**src/rtl/pipeline_ctrl.sv**
```systemverilog
// Hazard and sequencing controller for the five-stage pipeline: per-boundary
// stall/flush strobes, fetch redirect for branches and traps, stall-cycle counter.
module pipeline_ctrl #(
  parameter int unsigned ADDR_WIDTH     = 32,
  parameter int unsigned REG_ADDR_WIDTH = 5,
  parameter int unsigned CNT_WIDTH      = 32
) (
  input  logic                      clk,
  input  logic                      rst,
  input  logic                      id_rs1_ren,
  input  logic [REG_ADDR_WIDTH-1:0] id_rs1_addr,
  input  logic                      id_rs2_ren,
  input  logic [REG_ADDR_WIDTH-1:0] id_rs2_addr,
  input  logic                      ex_is_load,
  input  logic                      ex_rw_en,
  input  logic [REG_ADDR_WIDTH-1:0] ex_rw_addr,
  input  logic                      br_taken,
  input  logic [ADDR_WIDTH-1:0]     br_target,
  input  logic                      mem_busy,
  input  logic                      except_valid,
  input  logic [ADDR_WIDTH-1:0]     except_entry,
  input  logic                      ertn_valid,
  input  logic [ADDR_WIDTH-1:0]     ertn_pc,
  output logic                      stall_if,
  output logic                      stall_id,
  output logic                      stall_ex,
  output logic                      stall_mem,
  output logic                      flush_if_id,
  output logic                      flush_id_ex,
  output logic                      flush_ex_mem,
  output logic                      flush_mem_wb,
  output logic                      redirect_valid,
  output logic [ADDR_WIDTH-1:0]     redirect_pc,
  output logic [CNT_WIDTH-1:0]      stall_cnt
);

  typedef enum logic {
    RUN      = 1'b0,
    REDIRECT = 1'b1
  } state_t;

  state_t                state;
  logic [ADDR_WIDTH-1:0] target_q;
  logic                  trap_c;
  logic                  load_use_c;
  logic                  any_stall_c;

  assign trap_c = except_valid | ertn_valid;

  // Register 0 is hardwired, so a load targeting it never creates a hazard.
  always_comb begin
    load_use_c = 1'b0;
    if (ex_is_load && ex_rw_en && (ex_rw_addr != '0)) begin
      load_use_c = (id_rs1_ren && (id_rs1_addr == ex_rw_addr)) ||
                   (id_rs2_ren && (id_rs2_addr == ex_rw_addr));
    end
  end

  // Strobes are a pure function of state and this cycle's inputs.
  always_comb begin
    stall_if       = 1'b0;
    stall_id       = 1'b0;
    stall_ex       = 1'b0;
    stall_mem      = 1'b0;
    flush_if_id    = 1'b0;
    flush_id_ex    = 1'b0;
    flush_ex_mem   = 1'b0;
    flush_mem_wb   = 1'b0;
    redirect_valid = 1'b0;
    redirect_pc    = '0;
    if (!rst) begin
      case (state)
        REDIRECT: begin
          redirect_valid = 1'b1;
          redirect_pc    = target_q;
          flush_if_id    = 1'b1;
        end
        RUN: begin
          if (trap_c) begin
            flush_if_id  = 1'b1;
            flush_id_ex  = 1'b1;
            flush_ex_mem = 1'b1;
            flush_mem_wb = 1'b1;
          end else if (mem_busy) begin
            // MEM is held while WB takes a bubble.
            stall_if     = 1'b1;
            stall_id     = 1'b1;
            stall_ex     = 1'b1;
            stall_mem    = 1'b1;
            flush_mem_wb = 1'b1;
          end else if (br_taken) begin
            redirect_valid = 1'b1;
            redirect_pc    = br_target;
            flush_if_id    = 1'b1;
            flush_id_ex    = 1'b1;
          end else if (load_use_c) begin
            stall_if    = 1'b1;
            stall_id    = 1'b1;
            flush_id_ex = 1'b1;
          end
        end
        default: ;
      endcase
    end
  end

  assign any_stall_c = stall_if | stall_id | stall_ex | stall_mem;

  // Trap target is captured in RUN and replayed for exactly one REDIRECT cycle.
  always_ff @(posedge clk) begin
    if (rst) begin
      state     <= RUN;
      target_q  <= '0;
      stall_cnt <= '0;
    end else begin
      case (state)
        RUN: begin
          if (trap_c) begin
            target_q <= except_valid ? except_entry : ertn_pc;
            state    <= REDIRECT;
          end
        end
        REDIRECT: state <= RUN;
        default:  state <= RUN;
      endcase
      if (any_stall_c && (stall_cnt != '1)) begin
        stall_cnt <= stall_cnt + CNT_WIDTH'(1);
      end
    end
  end

endmodule

```
**config.mk**
```make
export PLATFORM = sky130hd
export DESIGN_NAME = pipeline_ctrl
export DESIGN_NICKNAME = d
export VERILOG_FILES = /design/src/rtl/pipeline_ctrl.sv
export SDC_FILE = /design/constraint.sdc
export NUM_CORES = 1
export LEC_CHECK = 0
export BUFFER_PORTS_ARGS = -buffer_cell sky130_fd_sc_hd__buf_2
export CAP_MARGIN = 15
export CORE_ASPECT_RATIO = 1.2
export CORE_MARGIN = 10
export CORE_UTILIZATION = 46
export DETAILED_ROUTE_END_ITERATION = 16
export PLACE_DENSITY = 0.84
export SLEW_MARGIN = 40
export SYNTH_ARGS = -nofsm -noshare
export SYNTH_HDL_FRONTEND = slang
export SYNTH_SLANG_ARGS = --single-unit
export TNS_END_PERCENT = 5
```
**constraint.sdc**
```tcl
create_clock -name clk -period 2.6 [get_ports clk]
set_input_delay 0.39 -clock clk [delete_from_list [all_inputs] [get_ports clk]]
set_output_delay 0.39 -clock clk [all_outputs]
set_load 0.05 [all_outputs]
```
==> summary.txt, run 1 <==
Clock network
  • Worst-Skew Late Latency: ~0.34 ns
  • Number of clock sinks: between 60 and 70
  • Clock Pin Slew Worst Setup and Hold Paths: approximately 0.070 ns
  • CTS Buf Count: 9
  • Post-CTS setup buffers: 0
  • Hold_buf cts: 0
  • Clock buffer depth: 2
  • TritonCTS clock tree: built
  • Max H-tree Level: 3
  • CTS resizes: 0
  • Clock root buffer: clkbuf_8

Route
  • Residual DRC: 0
  • Met2 wire len: between 6000 and 7000 um
  • Vias: approximately 4200
  • WL/cell: approximately 17 um
  • WL met3: roughly 1100 um
  • DR pass1 iterations: 5
  • Post-route antenna net violation count: 0
  • WL final: about 13000 um
  • M1 WL: 4780 um
  • Vias/cell: about 5.7
  • Highest metal used: met4
  • Initial DRC count: between 100 and 150

Synth
  • #FFs+latches synth: 65
  • Synth warn: 0
  • Syn_area_per_cell: 8.35 sq um
  • Async SR Flop Fraction: 0%
  • Main combinational cell family by area after synthesis: simple AND/OR/NAND/NOR gates
  • Post-Synth XOR/XNOR Area: ~2.3%
  • Post-synth top area cell: dfxtp_1
  • Commonest cells post-synth: nor2_1, dfxtp_1, mux2i_1, a211oi_1, a21oi_1
  • Main area contributors after synthesis: dfxtp_1, mux2i_1, nor2_1
  • Top-count cell post-synth: nor2_1
  • Synthesized net count: 574
  • Yosys cell types: 45
  • Compound-cell area share of the yosys netlist: 17.8%
  • Gate Count Post-Synth: roughly 450
  • Simple-gate share of the synthesized area: around 23%
  • Mapped cell area: between 3000 and 4000 sq um
  • Sequential area share after synthesis: around a third
  • Proportion of synthesized area in mux cells: 17.6%
  • Post-synth EDFFs: 0
  • Top cell type's share of synthesized area: roughly 34%
  • Main synth FF type: dfxtp_1
  • Adder-Cell Fraction of Synth Area: 0.331%

Finish
  • NumNets Final: about 750
  • Syn-to-layout area delta: 33.6%
  • Finished Layout Cells: 730
  • # diodes: 0
  • Share of cells above drive strength 1: between 30% and 40%
  • Util after Layout: a little over three fifths

Die
  • I/O pin total: around 190
  • Die W: around 100 um
  • Die area: between 10000 and 15000 sq um
  • Placement row count: 36
  • Chip Height: ~120 um
  • Starting density of the core: a little under half
  • Core area: approximately 8100 sq um

Critical path
  • Maximum fanout along the worst path: 8
  • WP data required: between 2 and 2.5 ns
  • Worst Path Class, Setup: in2out
  • Critical Path Sink Type: output pin
  • Slowest-stage cell, CP: or3_1
  • Buf+Inv Stages, Crit Path: 3
  • Crit-path most repeated cell: buf_2
  • Setup crit start kind: input port
  • Crit-path cells: buf_2, or3_1, o311a_1, and4b_1, a21oi_4, inv_1, buf_2
  • Worst R2R Start: stall_cnt[1]$_SDFFE_PP0P_
  • Crit path DAT: approximately 2.1 ns
  • CP delay by family, top: simple AND/OR/NAND/NOR gates
  • CP max stage delay: around 0.37 ns
  • Critical Path Start: ex_rw_addr[0]

Placed design
  • Routability cong.: around 0.85
  • Post-Place Cells: just over 700
  • Dpl hpwl: between 10000 and 15000 um
  • Buffers on Ports: between 150 and 200

Global route
  • Gr usage total: between 20% and 30%
  • Initial antenna violation count: 0
  • GRT overflow: 0
  • First-pass GRT wire length: ~20000 um
  • Largest net degree at the start of global routing: 66
  • Number of global-route vias before repair: roughly 4300

STA
  • Slew @ Worst Pin: 0.689 ns
  • Setup violations, final: 0
  • Clock Skews: about 0.013 ns
  • Setup TNS: 0 ns
  • Final Critical Period: ~2.4 ns
  • RSZ-0062 raised after global routing: no
  • Tcrit/Tclk final: a little over nine tenths
  • Final Hold Vio Count: 0
  • Slew headroom: between 50% and 60%
  • Slew Viols, Final: 0
  • Fmax: approximately 410 MHz

Power
  • PwrDens: between 500 and 600 nW/um^2
  • Lkg Pwr: ~0.0023 uW
  • Peak supply drop: around 290 uV

Run
  • Number of max-cap violations: 0

Min path
  • Worst Hold Launch: ertn_pc[12]
  • Worst Hold Class: in2reg

Outcome
  • Status: complete, no violations
-- tightest hold or removal path, delay by kind of cell --
kind                   cells  cell delay [ns]
AO/OA/AOI/OAI              1             0.08
buffers and inverters      1             0.10
multiplexers               1             0.11
-- cells in the final DEF (no fill, tap or decap), types with 4 or more instances in the layout --
master,instances
a211oi_1,32
a21oi_1,27
buf_2,191
buf_4,8
clkbuf_8,10
dfxtp_1,64
inv_1,5
mux2i_1,64
nand2_1,15
nand3_1,18
nand4_1,13
nor2_1,76
nor3_1,4
nor4_1,4
o21ai_0,12
o31ai_1,10
o41ai_1,5
or3_1,11
or4_1,10
xnor2_1,10
-- cell families (layout without fill, tap and decap cells) --
family | count (synthesis) | count (layout)
adder cells (fa/ha/maj) | 1 | 1
flip-flops | 65 | 65
AO/OA/AOI/OAI | 99 | 99
AND/OR/NAND/NOR | 171 | 171
multiplexers | 66 | 66
buffers and inverters | 40 | 223
XOR/XNOR | 10 | 10
-- power breakdown --
group | internal, uW | switching, uW
registers | 1050 | 28.0
logic | 205 | 317
clock network | 565 | 395
total | 1820 | 740
-- path summary, 6_finish.rpt --
| kind | to | slack, ns | depth (start not counted) |
|---|---|---|---|
| worst max-delay path | stall_id | 0.15 | 7 |
| worst min-delay path | target_q[12]$_SDFFE_PP0P_ | 0.38 | 3 |
| worst max register to register | stall_cnt[4]$_SDFFE_PP0P_ | 0.29 | 8 |
| worst min register to register | stall_cnt[31]$_SDFFE_PP0P_ | 0.50 | 1 |
-- through the flow --
stage	hold slack, ns	power (uW)	area [sq um]	setup WS, ns
2_1_floorplan	0.478	1440	3780	0.0606
3_3_place_gp	0.475	1600	4820	0.180
3_5_place_dp	0.487	1620	4820	0.153
4_1_cts	0.363	2580	5040	0.147
5_1_grt	0.372	2680	5040	0.0686
6_report	0.379	2560	5040	0.153
-- cell type report --
type	count	area, sq um
fill	696	3020
multi-input combinational	347	2310
sequential	65	1300
timing repair buffer	202	1080
clock buffer	11	141
tap	95	119
clock inverter	5	78.8
inverter	5	18.8
-- registers in the layout, summed over array words and instances, names as in the netlist --
register / count
stall_cnt: 32
target_q: 32
state: 1
-- routing by layer --
layer	global-route usage (%)	vias up
li1	-	2029
met1	21.7	1915
met2	35.6	197
met3	7.23	28
met4	8.57	0
met5	0	-
Note: power is estimated with default switching activity, not from simulation.
==> run 2: changes to the inputs <==
CAP_MARGIN = 20   (was 15)
REMOVE_ABC_BUFFERS = 1   (was not set)
==> run 2 against run 1 <==
Against the previous run:
- non-clock buffer count increased by 1
- critical path depth unchanged
- sequential cell count unchanged
- global-route usage decreased by 0.64 points
- sequential power about the same
- clock power increased by 4.0%
- total power increased by 1.7%
- via count decreased by 1.1%
- die area unchanged
- critical endpoint is now stall_if
==> summary.txt, run 2 (synthesis gave the netlist of run 1 again) <==
Outcome
  • Status: complete, no violations (unchanged)

STA
  • Clock Skews: 0.00905 ns (was 0.0127 ns)
  • RSZ-0062 raised after global routing: no (unchanged)
  • Slew headroom: 57.8% (was 54.0%)
  • Slew Viols, Final: 0 (unchanged)
  • Hold WS: 0.358 ns (was 0.379 ns)
  • Fmax: 411 MHz (was 409 MHz)
  • Setup violations, final: 0 (unchanged)
  • Setup TNS: 0 ns (unchanged)
  • Final Critical Period: 2.43 ns (was 2.45 ns)
  • Final Hold Vio Count: 0 (unchanged)
  • Slew @ Worst Pin: 0.633 ns (was 0.689 ns)
  • Tcrit/Tclk final: 93.6% (was 94.1%)

Critical path
  • R2r endpoint: stall_cnt[5]$_SDFFE_PP0P_ (was stall_cnt[4]$_SDFFE_PP0P_)
  • Worst Path Class, Setup: in2out (unchanged)
  • Worst R2R Start: stall_cnt[0]$_SDFFE_PP0P_ (was stall_cnt[1]$_SDFFE_PP0P_)
  • Slowest-stage cell, CP: or3_1 (unchanged)
  • Critical Path Sink Type: output pin (unchanged)
  • Crit-path cells: buf_2, or3_1, o311a_1, and4b_1, a21oi_4, inv_1, buf_2 (unchanged)
  • Buf+Inv Stages, Crit Path: 3 (unchanged)
  • WP data required: 2.21 ns (about the same)
  • End point of the critical path: stall_if (was stall_id)
  • Critical Path Start: ex_rw_addr[0] (unchanged)
  • CP max stage delay: 0.37 ns (about the same)
  • Worst R2R Setup Slack: 0.21 ns (was 0.29 ns)
  • Maximum fanout along the worst path: 8 (unchanged)
  • Setup crit start kind: input port (unchanged)
  • CP delay by family, top: simple AND/OR/NAND/NOR gates (unchanged)
  • WP depth: 7 (unchanged)
  • Crit path DAT: 2.04 ns (was 2.06 ns)
  • Crit-path most repeated cell: buf_2 (unchanged)
  • R2r worst-path depth: 7 (was 8)

Power
  • Clk pwr share: 38.4% (was 37.5%)
  • Switching power: 750 uW (was 740 uW)
  • Lkg Pwr: 0.00232 uW (was 0.00231 uW)
  • PwrDens: 508 nW/um^2 (was 507 nW/um^2)
  • Peak supply drop: 269 uV (was 286 uV)
  • Sequential group share of total power: 41.3% (was 42.0%)
  • Total power: 2600 uW (was 2560 uW)
  • Internal power: 1850 uW (was 1820 uW)
  • Sw Ratio: 28.8% (was 28.9%)
  • Comb power frac: 20.3% (was 20.4%)

Clock network
  • Number of clock sinks: 65 (unchanged)
  • CTS resizes: 0 (unchanged)
  • Clock root buffer: clkbuf_8 (unchanged)
  • Max H-tree Level: 3 (unchanged)
  • Clock Pin Slew Worst Setup and Hold Paths: 0.07 ns (about the same)
  • Worst-Skew Late Latency: 0.35 ns (was 0.34 ns)
  • Post-CTS setup buffers: 0 (unchanged)
  • Clock buffer depth: 2 (unchanged)
  • CTS Buf Count: 9 (unchanged)
  • Hold_buf cts: 0 (unchanged)
  • TritonCTS clock tree: built (unchanged)

Route
  • WL final: 12700 um (was 12800 um)
  • Initial DRC count: 141 (was 126)
  • WL/cell: 17.4 um (was 17.5 um)
  • DR pass1 iterations: 4 (was 5)
  • Residual DRC: 0 (unchanged)
  • Vias: 4122 (was 4169)
  • Post-route antenna net violation count: 0 (unchanged)
  • Vias/cell: 5.63 (was 5.71)

Finish
  • Commonest non-fill, non-tap cell in the layout: buf_2 (unchanged)
  • Syn-to-layout area delta: 35.6% (was 33.6%)
  • Biggest regs: stall_cnt (32), target_q (32), state (1) (unchanged)
  • NumNets Final: 753 (was 752)
  • Share of cells above drive strength 1: 36.2% (about the same)
  • Most frequent cells in the layout: buf_2, nor2_1, mux2i_1, dfxtp_1, a211oi_1 (unchanged)

Global route
  • First-pass GRT wire length: 19700 um (was 20400 um)
  • Gr usage total: 19.9% (was 20.5%)
  • Number of global-route vias before repair: 4093 (was 4336)
  • Largest net degree at the start of global routing: 65 (was 66)
  • Initial antenna violation count: 0 (unchanged)
  • GRT overflow: 0 (unchanged)

Placed design
  • Routability cong.: 0.898 (was 0.850)
  • Buffers on Ports: 193 (unchanged)
  • Dpl hpwl: 10100 um (about the same)

Min path
  • Worst Hold Class: in2reg (unchanged)

Die
  • Die W: 103 um (unchanged)
  • Core area: 8060 sq um (unchanged)
  • I/O pin total: 194 (unchanged)
  • Chip Height: 119 um (unchanged)
  • Die area: 12200 sq um (unchanged)
  • Placement row count: 36 (unchanged)
  • Starting density of the core: 46.8% (unchanged)

Run
  • Number of max-cap violations: 0 (unchanged)
==> run 2: cell count changes in the layout (fill, tap and decap cells not counted), sizes merged <==
| cell | before | now |
|---|---|---|
| buf | 202 | 203 |
| clkbuf | 11 | 12 |
| clkinvlp | 0 | 2 |
| clkinv | 3 | 0 |
| diode | 0 | 1 |
==> run 2: metrics by stage <==
stage	setup WS [ns]	cells	utilization (%)	area (sq um)
after floorplan	-2.11	417	-	3610
after global placement	0.202	715	60.6	4890
after detailed placement	0.164	715	60.6	4890
after CTS	0.165	731	63.5	5120
after global routing	0.0732	731	63.5	5120
final	0.167	732	63.5	5120
==> run 2: how the worst min path moves through the flow <==
stage               cells past startpoint                  startpoint                         end  slack [ns]
floorplan                               1                         rst  stall_cnt[24]$_SDFFE_PP0P_        0.45
global placement                        2  stall_cnt[24]$_SDFFE_PP0P_  stall_cnt[24]$_SDFFE_PP0P_        0.48
detailed placement                      2  stall_cnt[20]$_SDFFE_PP0P_  stall_cnt[20]$_SDFFE_PP0P_        0.49
CTS                                     3                  ertn_valid            state$_SDFF_PP0_        0.35
global route                            3                  ertn_valid            state$_SDFF_PP0_        0.37
finish                                  3                  ertn_valid            state$_SDFF_PP0_        0.36
==> run 2: area by class of cell <==
type / count / area, sq um
sequential: 65 / 1300
inverter: 5 / 18.8
tap: 95 / 119
clock buffer: 12 / 155
multi-input combinational: 347 / 2310
fill: 684 / 2940
timing repair buffer: 203 / 1140
antenna: 1 / 2.50
clock inverter: 4 / 75.1
==> run 2: power by group through the flow <==
stage	registers [uW]	logic (uW)	clock network (uW)
finish	1070	528	998
global route	1080	569	1060
CTS	1070	531	1010
detailed placement	1100	530	0
global placement	1090	519	0
floorplan	1100	303	0
==> run 2: routing by layer <==
layer	track usage, %	wire length (um)
met4	6.89	191
met2	33.3	6230
met1	22.3	5030
met3	7.52	1280
met5	0	0
==> run 2: worst register-to-register path, delay by kind of cell, from the launching register on <==
kind | cells | cell delay [ns]
and+or+nand+nor | 5 | 1.31
DFF | 1 | 0.42
muxes | 1 | 0.33
adders and majority gates | 1 | 0.22
